File: config.mk
export PLATFORM = sky130hd
export DESIGN_NAME = clock_time_counter
export DESIGN_NICKNAME = d
export VERILOG_FILES = /design/src/rtl/clock_pkg.sv /design/src/rtl/bcd_mod60_counter.sv /design/src/rtl/clock_time_counter.sv
export SDC_FILE = /design/constraint.sdc
export NUM_CORES = 1
export LEC_CHECK = 0
export CAP_MARGIN = 20
export CORE_UTILIZATION = 50
export DETAILED_ROUTE_END_ITERATION = 16
export PLACE_DENSITY = 0.69
export RECOVER_POWER = 100
export SETUP_SLACK_MARGIN = 0.15
export SYNTH_ARGS = -nofsm -noshare
export SYNTH_HDL_FRONTEND = slang
export SYNTH_SLANG_ARGS = --single-unit
File: constraint.sdc
create_clock -name clk -period 2.2 [get_ports clk]
set_clock_uncertainty 0.05 [all_clocks]
set_input_delay 0.33 -clock clk [delete_from_list [all_inputs] [get_ports clk]]
set_output_delay 0.33 -clock clk [all_outputs]
set_load 0.01 [all_outputs]
File: src/rtl/clock_pkg.sv
// rtl/clock_pkg.sv - shared constants, widths and adjust-select encodings for the time-of-day counter
package clock_pkg;

   localparam int HOUR_W = 5;
   localparam int BCD_W  = 7;

   localparam logic [HOUR_W-1:0] HOUR_MAX  = 5'd23;
   localparam logic [2:0]        TENS_MAX  = 3'd5;
   localparam logic [3:0]        UNITS_MAX = 4'd9;

   typedef enum logic [1:0] {
      ADJ_NONE = 2'b00,
      ADJ_HOUR = 2'b01,
      ADJ_MIN  = 2'b10,
      ADJ_SEC  = 2'b11
   } adj_sel_e;

   // Next value of a BCD 00-59 field, wrapping 59 back to 00.
   function automatic logic [BCD_W-1:0] bcd60_inc(input logic [BCD_W-1:0] v);
      if (v[3:0] >= UNITS_MAX) begin
         if (v[6:4] >= TENS_MAX) return '0;
         else                    return {v[6:4] + 3'd1, 4'd0};
      end
      return {v[6:4], v[3:0] + 4'd1};
   endfunction

endpackage

File: src/rtl/bcd_mod60_counter.sv
// rtl/bcd_mod60_counter.sv - 7-bit BCD 00-59 counter with optional carry-out on wrap
module bcd_mod60_counter
   import clock_pkg::*;
(
   input  logic             clk,
   input  logic             rst,
   input  logic             clr,
   input  logic             inc,
   input  logic             carry_en,
   output logic [BCD_W-1:0] value,
   output logic             carry
);

   logic [BCD_W-1:0] value_d;
   logic [BCD_W-1:0] value_q;

   // Next value: clear dominates, otherwise step by one with wrap inside 00-59.
   always_comb begin
      value_d = value_q;
      if (clr)      value_d = '0;
      else if (inc) value_d = bcd60_inc(value_q);
   end

   // Field register.
   always_ff @(posedge clk) begin
      if (rst) value_q <= '0;
      else     value_q <= value_d;
   end

   // Carry only for counted wraps; adjust increments leave carry_en low.
   assign carry = inc && carry_en && !clr && (value_q == {TENS_MAX, UNITS_MAX});
   assign value = value_q;

endmodule

File: src/rtl/clock_time_counter.sv
// rtl/clock_time_counter.sv - hh:mm:ss time-of-day counter with prescaler, set mode and clear
module clock_time_counter
   import clock_pkg::*;
#(
   parameter int TICK_DIV = 50000000
) (
   input  logic              clk,
   input  logic              rst,
   input  logic              run,
   input  logic              clr,
   input  logic [1:0]        adj_sel,
   input  logic              adj_inc,
   output logic [HOUR_W-1:0] hour,
   output logic [BCD_W-1:0]  minute,
   output logic [BCD_W-1:0]  second,
   output logic              sec_tick,
   output logic              day_wrap
);

   localparam int               CNT_W    = $clog2(TICK_DIV);
   localparam logic [CNT_W-1:0] CNT_LAST = CNT_W'(TICK_DIV - 1);

   logic [CNT_W-1:0]  cnt_d, cnt_q;
   logic [HOUR_W-1:0] hour_d, hour_q;
   logic              sec_tick_d, sec_tick_q;
   logic              day_wrap_d, day_wrap_q;

   logic set_mode, adj_on, tick, tick_eff;
   logic sec_inc, sec_carry, min_inc, min_carry, hour_inc;

   assign set_mode = (adj_sel != ADJ_NONE);
   assign adj_on   = adj_inc && set_mode;
   assign tick     = run && !set_mode && (cnt_q == CNT_LAST);
   assign tick_eff = tick && !clr;

   assign sec_inc  = tick_eff || (adj_on && adj_sel == ADJ_SEC);
   assign min_inc  = sec_carry || (adj_on && adj_sel == ADJ_MIN);
   assign hour_inc = min_carry || (adj_on && adj_sel == ADJ_HOUR);

   bcd_mod60_counter u_second (
      .clk      (clk),
      .rst      (rst),
      .clr      (clr),
      .inc      (sec_inc),
      .carry_en (tick_eff),
      .value    (second),
      .carry    (sec_carry)
   );

   bcd_mod60_counter u_minute (
      .clk      (clk),
      .rst      (rst),
      .clr      (clr),
      .inc      (min_inc),
      .carry_en (tick_eff),
      .value    (minute),
      .carry    (min_carry)
   );

   // Prescaler, hour field and the registered event pulses.
   always_comb begin
      cnt_d = cnt_q;
      if (clr || set_mode) cnt_d = '0;
      else if (run)        cnt_d = tick ? '0 : cnt_q + 1'b1;

      hour_d = hour_q;
      if (clr)           hour_d = '0;
      else if (hour_inc) hour_d = (hour_q >= HOUR_MAX) ? '0 : hour_q + 1'b1;

      sec_tick_d = tick_eff;
      day_wrap_d = min_carry && (hour_q == HOUR_MAX);
   end

   // State update with synchronous reset.
   always_ff @(posedge clk) begin
      if (rst) begin
         cnt_q      <= '0;
         hour_q     <= '0;
         sec_tick_q <= 1'b0;
         day_wrap_q <= 1'b0;
      end else begin
         cnt_q      <= cnt_d;
         hour_q     <= hour_d;
         sec_tick_q <= sec_tick_d;
         day_wrap_q <= day_wrap_d;
      end
   end

   assign hour     = hour_q;
   assign sec_tick = sec_tick_q;
   assign day_wrap = day_wrap_q;

endmodule

# Yosys cells after proc, flatten, opt, wreduce, memory -nomap -nowiden
# Cells that the tools add are included.
# word_totals
register_bits	47
in_bits	7
out_inout_bits	21
word_cells	65
# op_classes
addsub	6
magnitude_cmp	5
eq_ne	7
muxes	14
n_reduce_logical	25
# ops
op	count
$mux 7	4
$add 26x1->26 const B	1
$eq 26x26->1 const B	1
$mux 26	1
$eq 7x7->1 const B	2
$logic_and 1x1->1	14
$add 4x1->4 const B	2
$ge 4x4->1 const B	2
$mux 4	2
$add 3x1->3 const B	2
$ge 3x3->1 const B	2
$mux 1	6
$add 5x1->5 const B	1
$eq 5x5->1 const B	1
$ge 5x5->1 const B	1
$mux 5	1
$eq 2x2->1 const B	2
$logic_or 1x1->1	4
$reduce_and 2->1	2
$reduce_or 2->1	2
$eq 2x1->1 const B	1
$logic_not 1->1	2
$reduce_bool 2->1	1

# Depth between registers and ports, before layout
# Gate-level depths: netlist of the first run.
# logic_depth
depth_word	14
mapped_depth	8
depth_no_buf	7

# Modules after synthesis
# From an unflattened synthesis of the first run, not the netlist that was laid out.
# hier_totals
hier_cells	283
hier_area_um2	2524.9
# by_module_without_submodules
module	instances	cells_each	area_per_inst_um2	seq_area_each_um2
clock_time_counter	1	191	1671.6	660.6
bcd_mod60_counter	2	46	426.7	140.1

# Worst setup path before layout of the first run
# Ideal clock, no wire load.
# synth_path
path_kind	reg-to-reg
start	register u_second.value_q[4], in the netlist u_second.value[4]
end	register u_minute.value_q[6], in the netlist u_minute.value[6]
setup_time_ns	0.119
arrival_ns	1.849
t_required_ns	2.031
setup_slack_ns	0.183
stages_incl_launch_ff	7
path_buffers	0
period_less_slack_ns	2.017
path_cell_list	dfxtp_1 ha_1 and4b_1 nand2_1 nor4_1 o21ai_0 o221a_2
# synth_between
elab_chain_len	4
# synth_rtl
item	line	rtl
from (decl)	bcd_mod60_counter.sv:15	logic [BCD_W-1:0] value_q;
from (signal assigned)	bcd_mod60_counter.sv:27	else value_q <= value_d;
$eq 7x7->1	bcd_mod60_counter.sv:31	assign carry = inc && carry_en && !clr && (value_q == {TENS_MAX, UNITS_MAX});
$logic_and 1x1->1	bcd_mod60_counter.sv:31	
$logic_or 1x1->1	clock_time_counter.sv:37	assign min_inc = sec_carry || (adj_on && adj_sel == ADJ_MIN);
$reduce_and 2->1 (no line)	-	
to (signal assigned)	bcd_mod60_counter.sv:27	
to (decl)	bcd_mod60_counter.sv:15	
# No other way between the ends.
# A chain may end at the register's enable or synchronous reset.

# Worst setup path in the final report of the first run
# layout_path
start	register cnt_q[0]
end	register u_second.value_q[6], in the netlist u_second.value[6]
# layout_between
elab_chain_len	5
# layout_rtl
item	line	rtl
from (decl)	clock_time_counter.sv:23	logic [CNT_W-1:0] cnt_d, cnt_q;
from (signal assigned)	clock_time_counter.sv:82	cnt_q <= cnt_d;
$eq 26x26->1	clock_time_counter.sv:33	assign tick = run && !set_mode && (cnt_q == CNT_LAST);
$logic_and 1x1->1	clock_time_counter.sv:33	
$logic_and 1x1->1	clock_time_counter.sv:34	assign tick_eff = tick && !clr;
$logic_or 1x1->1	clock_time_counter.sv:36	assign sec_inc = tick_eff || (adj_on && adj_sel == ADJ_SEC);
$reduce_and 2->1 (no line)	-	
# No other way between the ends.

==> impl_metrics.env, run 1 <==
export IMPL_max_freq_mhz=492
export IMPL_antenna_found_initial=0
export IMPL_required_ps=2390
export IMPL_status="complete, no violations"
export IMPL_yosysSeqAreaShare=0.374
export IMPL_avgSynthCellArea_um2=8.73
export IMPL_clk_pin_slew_ps=90
export IMPL_worstHoldPathCells=2
export IMPL_min_period_over_period=0.924
export IMPL_fin_setup_tns_ps=0
export IMPL_overflow=0
export IMPL_fillCellCount=423
export IMPL_reg2reg_setup_slack_ps=170
export IMPL_synthTopCellsByArea="dfxtp_1 (37%), xor2_1 (6.6%), ha_1 (6.0%), nor2_1 (5.7%), nand4_1 (3.7%)"
export IMPL_synth_top_area_share=0.374
export IMPL_cp_end_kind="flop"
export IMPL_cp_max_fo=5
export IMPL_clk_latency_ps=300
export IMPL_leakagePower_nw=1.16
export IMPL_finalHoldViolCount=0
export IMPL_num_vias=2224
export IMPL_ff2ff_path_depth=6
export IMPL_min_to="u_second.value[3]$_SDFFE_PP0N_"
export IMPL_finalPower_mw=1.49
export IMPL_cts_htree_levels=2
export IMPL_dpl_instance_area_um2=3000
export IMPL_place_congestion=0.769
export IMPL_tightest_slew_ps=403
export IMPL_slew_headroom=0.729
export IMPL_start_util=0.525
export IMPL_areaGrowthSynthToFinish_pct=23.8
export IMPL_fin_nets=356
export IMPL_cts_buffers=5
export IMPL_dp_slack_ps=-174
export IMPL_yosys_warnings=0
export IMPL_cts_sinks=47
export IMPL_grt_max_degree=27
export IMPL_synth_seq_cells=47
export IMPL_p_per_area_nw_per_um2=480
export IMPL_drv_cap=0
export IMPL_r2r_end="u_second.value[6]$_SDFFE_PP0P_"
export IMPL_ys_types=50
export IMPL_clock_root_buffer="clkbuf_8"
export IMPL_fp_dieH_um=72.9
export IMPL_yosys_area_top_type="dfxtp_1"
export IMPL_dieArea_um2=5320
export IMPL_cts_tree="done"
export IMPL_grtUsageMet1=0.272
export IMPL_yosys_top_cells_count="dfxtp_1 (47), nor2_1 (38), xor2_1 (19), nand2_1 (17), nand3_1 (17)"
export IMPL_num_antenna_cells=0
export IMPL_min_period_ps=2030
export IMPL_rows=25
export IMPL_cts_setup_buffers=0
export IMPL_setup_slack_ps=167
export IMPL_synth_edf_count=0
export IMPL_routedWlPerCell_um=12.8
export IMPL_hold_class="reg -> reg"
export IMPL_hold_slack_ps=437
export IMPL_ctsHoldBuffers=0
export IMPL_synthesis_area_um2=2510
export IMPL_globalRouteMet2Util=0.359
export IMPL_drt_pre_antenna_iters=4
export IMPL_critPathKind="reg -> reg"
export IMPL_critPathArrivalTime_ps=2220
export IMPL_layoutNonFillerInstCount=405
export IMPL_rsz0062_at_grt="true"
export IMPL_io_pins=28
export IMPL_setup_viol=0
export IMPL_vdd_ir_drop_worst_mv=0.318
export IMPL_slew_violations=0
export IMPL_drt_vias_per_instance=5.49
export IMPL_numPortBuffers=27
export IMPL_busiest_layer="met2"
export IMPL_grt_pass1_wl_um=8830
export IMPL_fin_util=0.650
export IMPL_synthArstFlopShare=0
export IMPL_cts_resized=2
export IMPL_drc=0
export IMPL_min_from="u_second.value[3]$_SDFFE_PP0N_"
export IMPL_clockBufferDepth=2
export IMPL_syn_nets=307
export IMPL_antenna_left=0
export IMPL_drt_first_iter_violations=114
export IMPL_placed_cells=397
export IMPL_grt_use_met3=0.0428
export IMPL_drt_wl_total_um=5190
export IMPL_worstReg2RegStart="cnt_q[0]$_SDFFE_PP0P_"
export IMPL_yosysMostFrequentCell="dfxtp_1"
export IMPL_grt_pass1_vias=2001
export IMPL_drive_gt1_frac=0.139
export IMPL_synth_cells=288
export IMPL_ys_flop_type="dfxtp_1"
export IMPL_die_x_um=72.9
export IMPL_fin_area_um2=3110
export IMPL_hpwl_um=3860
export IMPL_coreArea_um2=4790
export IMPL_start_kind="flop"
export IMPL_grt_usage=0.213
==> kinds of logic after synthesis <==
family                   after synthesis  share of synthesized area
adder cells (fa/ha/maj)               12                     0.0597
AO/OA/AOI/OAI                         45                      0.133
multiplexers                           4                     0.0164
AND/OR/NAND/NOR                      133                      0.287
XOR/XNOR                              26                     0.0905
flip-flops                            47                      0.374
buffers and inverters                 21                     0.0388
==> sequential cells by signal (all words and copies together) (netlist names) <==
name,count
u_minute.value,7
u_second.value,7
sec_tick,1
day_wrap,1
hour,5
cnt_q,26
==> placed cells by master (no fill, tap or decap), types with 2 or more instances in the layout <==
master           count
buf_4               17
o41ai_1              2
o31ai_1              2
nor3_1               6
and3_1               9
ha_1                12
and2_1               3
nand2_1             17
a21oi_1             12
a32o_1               2
nand4_1             15
nor2_1              38
o221a_2              2
clkdlybuf4s50_1      5
dfxtp_1             43
o2111ai_1            2
nand3b_1             2
xnor2_1              7
or4_1                3
dfxtp_2              3
mux2i_1              3
o21ai_0              7
nand3_1             17
xor2_1              19
nor4_1               4
o211ai_1             2
clkbuf_4             3
dlygate4sd3_1       21
a21boi_0             2
clkbuf_8             7
o21a_1               2
a211o_1              2
nor3_2               2
inv_1               14
or2_2                2
a211oi_1             2
and4_1               3
==> report_power, final <==
part / internal (mW) / switching (mW) / leakage, nW
Clock: 0.286 / 0.291 / 0.0505
Sequential: 0.850 / 0.00186 / 0.381
Combinational: 0.0296 / 0.0354 / 0.726
==> critical path: stages (launching register included) <==
cell,delay [ps]
dfxtp_1,370
ha_1,200
and3_1,220
and4_1,280
a31oi_1,190
or4b_1,530
a21oi_1,140
==> final cells by class <==
| type | instances | area (um2) | area share |
|---|---|---|---|
| Timing Repair Buffer | 49 | 434 | 0.139 |
| Multi-Input combinational cell | 220 | 1490 | 0.479 |
| Sequential cell | 47 | 948 | 0.305 |
| Clock buffer | 7 | 96.3 | 0.0309 |
| Inverter | 14 | 52.6 | 0.0169 |
| Clock inverter | 1 | 7.51 | 0.00241 |
| Tap cell | 67 | 83.8 | 0.0269 |
==> worst max path at each step <==
stage / from / endpoint / slack, ps / cells past startpoint
final: cnt_q[0]$_SDFFE_PP0P_ / u_second.value[6]$_SDFFE_PP0P_ / 170 / 6
after global routing: cnt_q[0]$_SDFFE_PP0P_ / u_second.value[2]$_SDFFE_PP0N_ / 90 / 7
after CTS: u_second.value[5]$_SDFFE_PP0P_ / hour[2]$_SDFFE_PP0P_ / 160 / 9
after detailed placement: run / u_minute.value[6]$_SDFFE_PP0P_ / -170 / 6
after global placement: run / u_minute.value[6]$_SDFFE_PP0P_ / -140 / 6
after floorplan: u_second.value[4]$_SDFFE_PP0P_ / u_minute.value[6]$_SDFFE_PP0P_ / 180 / 6
==> metal layers <==
layer  vias to the layer above  wire length [um]  part of all wire
li1                       1140                 -                 -
met1                      1047              2540              0.49
met2                        31              2450              0.47
met3                         6               126             0.024
met4                         0                72             0.014
met5                         -                 0                 0
(Power assumes the default switching activity.)
==> run 2, diff against run 1 <==
--- a/config.mk
+++ b/config.mk
@@ -6,9 +6,9 @@
 export NUM_CORES = 1
 export LEC_CHECK = 0
 export CAP_MARGIN = 20
-export CORE_UTILIZATION = 50
+export CORE_UTILIZATION = 38
 export DETAILED_ROUTE_END_ITERATION = 16
-export PLACE_DENSITY = 0.69
+export PLACE_DENSITY = 0.55
 export RECOVER_POWER = 100
 export SETUP_SLACK_MARGIN = 0.15
 export SYNTH_ARGS = -nofsm -noshare
==> impl_metrics.env, run 2 (same netlist as run 1, synthesis figures left out) <==
export IMPL_min_period_ps=2000
export IMPL_tightest_slew_ps=360
export IMPL_reg2reg_setup_slack_ps=200
export IMPL_drt_wl_total_um=5220
export IMPL_fp_dieH_um=83.4
export IMPL_critPathKind="reg -> reg"
export IMPL_place_congestion=0.781
export IMPL_fin_util=0.488
export IMPL_hold_class="reg -> reg"
export IMPL_start_util=0.394
export IMPL_antenna_left=0
export IMPL_crit_end="hour[3]$_SDFFE_PP0P_"
export IMPL_ff2ff_path_depth=8
export IMPL_areaGrowthSynthToFinish_pct=23.8
export IMPL_slew_violations=0
export IMPL_antenna_found_initial=0
export IMPL_drv_cap=0
export IMPL_cp_num_buf_inv=2
export IMPL_critPathMaxStageDelay_ps=430
export IMPL_globalRouteMet2Util=0.266
export IMPL_crit_slowest_cell="dfxtp_1"
export IMPL_num_antenna_cells=0
export IMPL_cp_max_fo=8
export IMPL_cts_buffers=5
export IMPL_cts_tree="done"
export IMPL_cts_htree_levels=2
export IMPL_clockBufferDepth=2
export IMPL_cp_end_kind="flop"
export IMPL_startpoint="u_second.value[5]$_SDFFE_PP0P_"
export IMPL_required_ps=2350
export IMPL_leakagePower_nw=1.15
export IMPL_hpwl_um=3900
export IMPL_grt_use_met3=0.0298
export IMPL_fin_setup_tns_ps=0
export IMPL_routedWlPerCell_um=12.6
export IMPL_coreArea_um2=6390
export IMPL_setup_slack_ps=205
export IMPL_dpl_instance_area_um2=3010
export IMPL_final_cell_mix="dfxtp_1 (42), nor2_1 (38), dlygate4sd3_1 (20)"
export IMPL_fin_nets=356
export IMPL_min_period_over_period=0.907
export IMPL_grt_pass1_wl_um=8940
export IMPL_layoutNonFillerInstCount=415
export IMPL_clk_pin_slew_ps=90
export IMPL_grt_max_degree=27
export IMPL_vdd_ir_drop_worst_mv=0.252
export IMPL_p_per_area_nw_per_um2=474
export IMPL_num_vias=2190
export IMPL_numPortBuffers=27
export IMPL_path_delay_family="compound AO/OA/AOI/OAI gates"
export IMPL_drc=0
export IMPL_clock_root_buffer="clkbuf_8"
export IMPL_final_common_cell="dfxtp_1"
export IMPL_overflow=0
export IMPL_ctsHoldBuffers=0
export IMPL_critPathArrivalTime_ps=2150
export IMPL_largest_register_ffs=26
export IMPL_max_freq_mhz=501
export IMPL_placed_cells=407
export IMPL_worstReg2RegStart="u_second.value[5]$_SDFFE_PP0P_"
export IMPL_die_x_um=83.4
export IMPL_start_kind="flop"
export IMPL_drt_vias_per_instance=5.28
export IMPL_slew_headroom=0.759
export IMPL_setup_viol=0
export IMPL_cts_setup_buffers=0
export IMPL_rsz0062_at_grt="true"
export IMPL_drive_gt1_frac=0.145
export IMPL_hold_slack_ps=435
export IMPL_r2r_end="hour[3]$_SDFFE_PP0P_"
export IMPL_cts_sinks=47
export IMPL_status="complete, no violations"
export IMPL_grt_usage=0.156
export IMPL_io_pins=28
export IMPL_busiest_layer="met2"
export IMPL_fin_area_um2=3110
export IMPL_rows=29
export IMPL_drt_pre_antenna_iters=4
export IMPL_dieArea_um2=6950
export IMPL_finalHoldViolCount=0
export IMPL_drt_first_iter_violations=45
export IMPL_dp_slack_ps=-186
export IMPL_clk_latency_ps=300
export IMPL_finalPower_mw=1.48
export IMPL_grtUsageMet1=0.197
export IMPL_grt_pass1_vias=1989
export IMPL_path_depth=8
export IMPL_largest_register="cnt_q"
export IMPL_path_cells="inv_1 > ha_1 > and4b_1 > and2_1 > o2111ai_2 > buf_6 > a21oi_1 > a32o_1"
run 2: cell count changes in the layout (fill, tap and decap cells not counted), sizes merged:
cell           delta
buf               -2
clkbuf            +1
clkdlybuf4s50     +1
clkinv            +1
clkinvlp          -1
dlygate4sd3       -1
inv               +1
run 2: cell type report:
type                            count  area (um2)
Clock buffer                        6        82.6
Inverter                           14        52.6
Multi-Input combinational cell    220        1490
Fill cell                         659        3270
Tap cell                           77        96.3
Clock inverter                      2        13.8
Sequential cell                    47         947
Timing Repair Buffer               49         428
run 2: how the worst min path moves through the flow:
stage                              startpoint                        endpoint  slack (ps)  cells past startpoint
3_5_place_dp   u_second.value[3]$_SDFFE_PP0N_  u_second.value[3]$_SDFFE_PP0N_         430                      2
3_3_place_gp   u_second.value[3]$_SDFFE_PP0N_  u_second.value[3]$_SDFFE_PP0N_         420                      2
2_1_floorplan                             rst             day_wrap$_SDFF_PP0_         360                      1
4_1_cts        u_second.value[3]$_SDFFE_PP0N_  u_second.value[3]$_SDFFE_PP0N_         440                      2
6_report       u_second.value[3]$_SDFFE_PP0N_  u_second.value[3]$_SDFFE_PP0N_         440                      2
5_1_grt        u_second.value[3]$_SDFFE_PP0N_  u_second.value[3]$_SDFFE_PP0N_         470                      2
run 2: routing by layer:
metal / up-vias / part of all wire
li1: 1147 / -
met1: 1004 / 0.50
met2: 30 / 0.46
met3: 9 / 0.026
met4: 0 / 0.013
met5: - / 0
run 2: tightest hold or removal path: stages (launching register included):
cell and delay (ps):
dfxtp_1 340, inv_1 50, a21oi_1 50
run 2: where the power goes:
group          switching, mW  total [mW]  internal, mW
clock                  0.300       0.557         0.257
sequential           0.00208       0.854         0.852
combinational         0.0357      0.0646        0.0289
total                  0.338        1.48          1.14
run 2: what timing repair did:
action,in CTS,in global routing
setup endpoints to repair,8,16
pin swaps,0,2
gates resized for setup,2,16
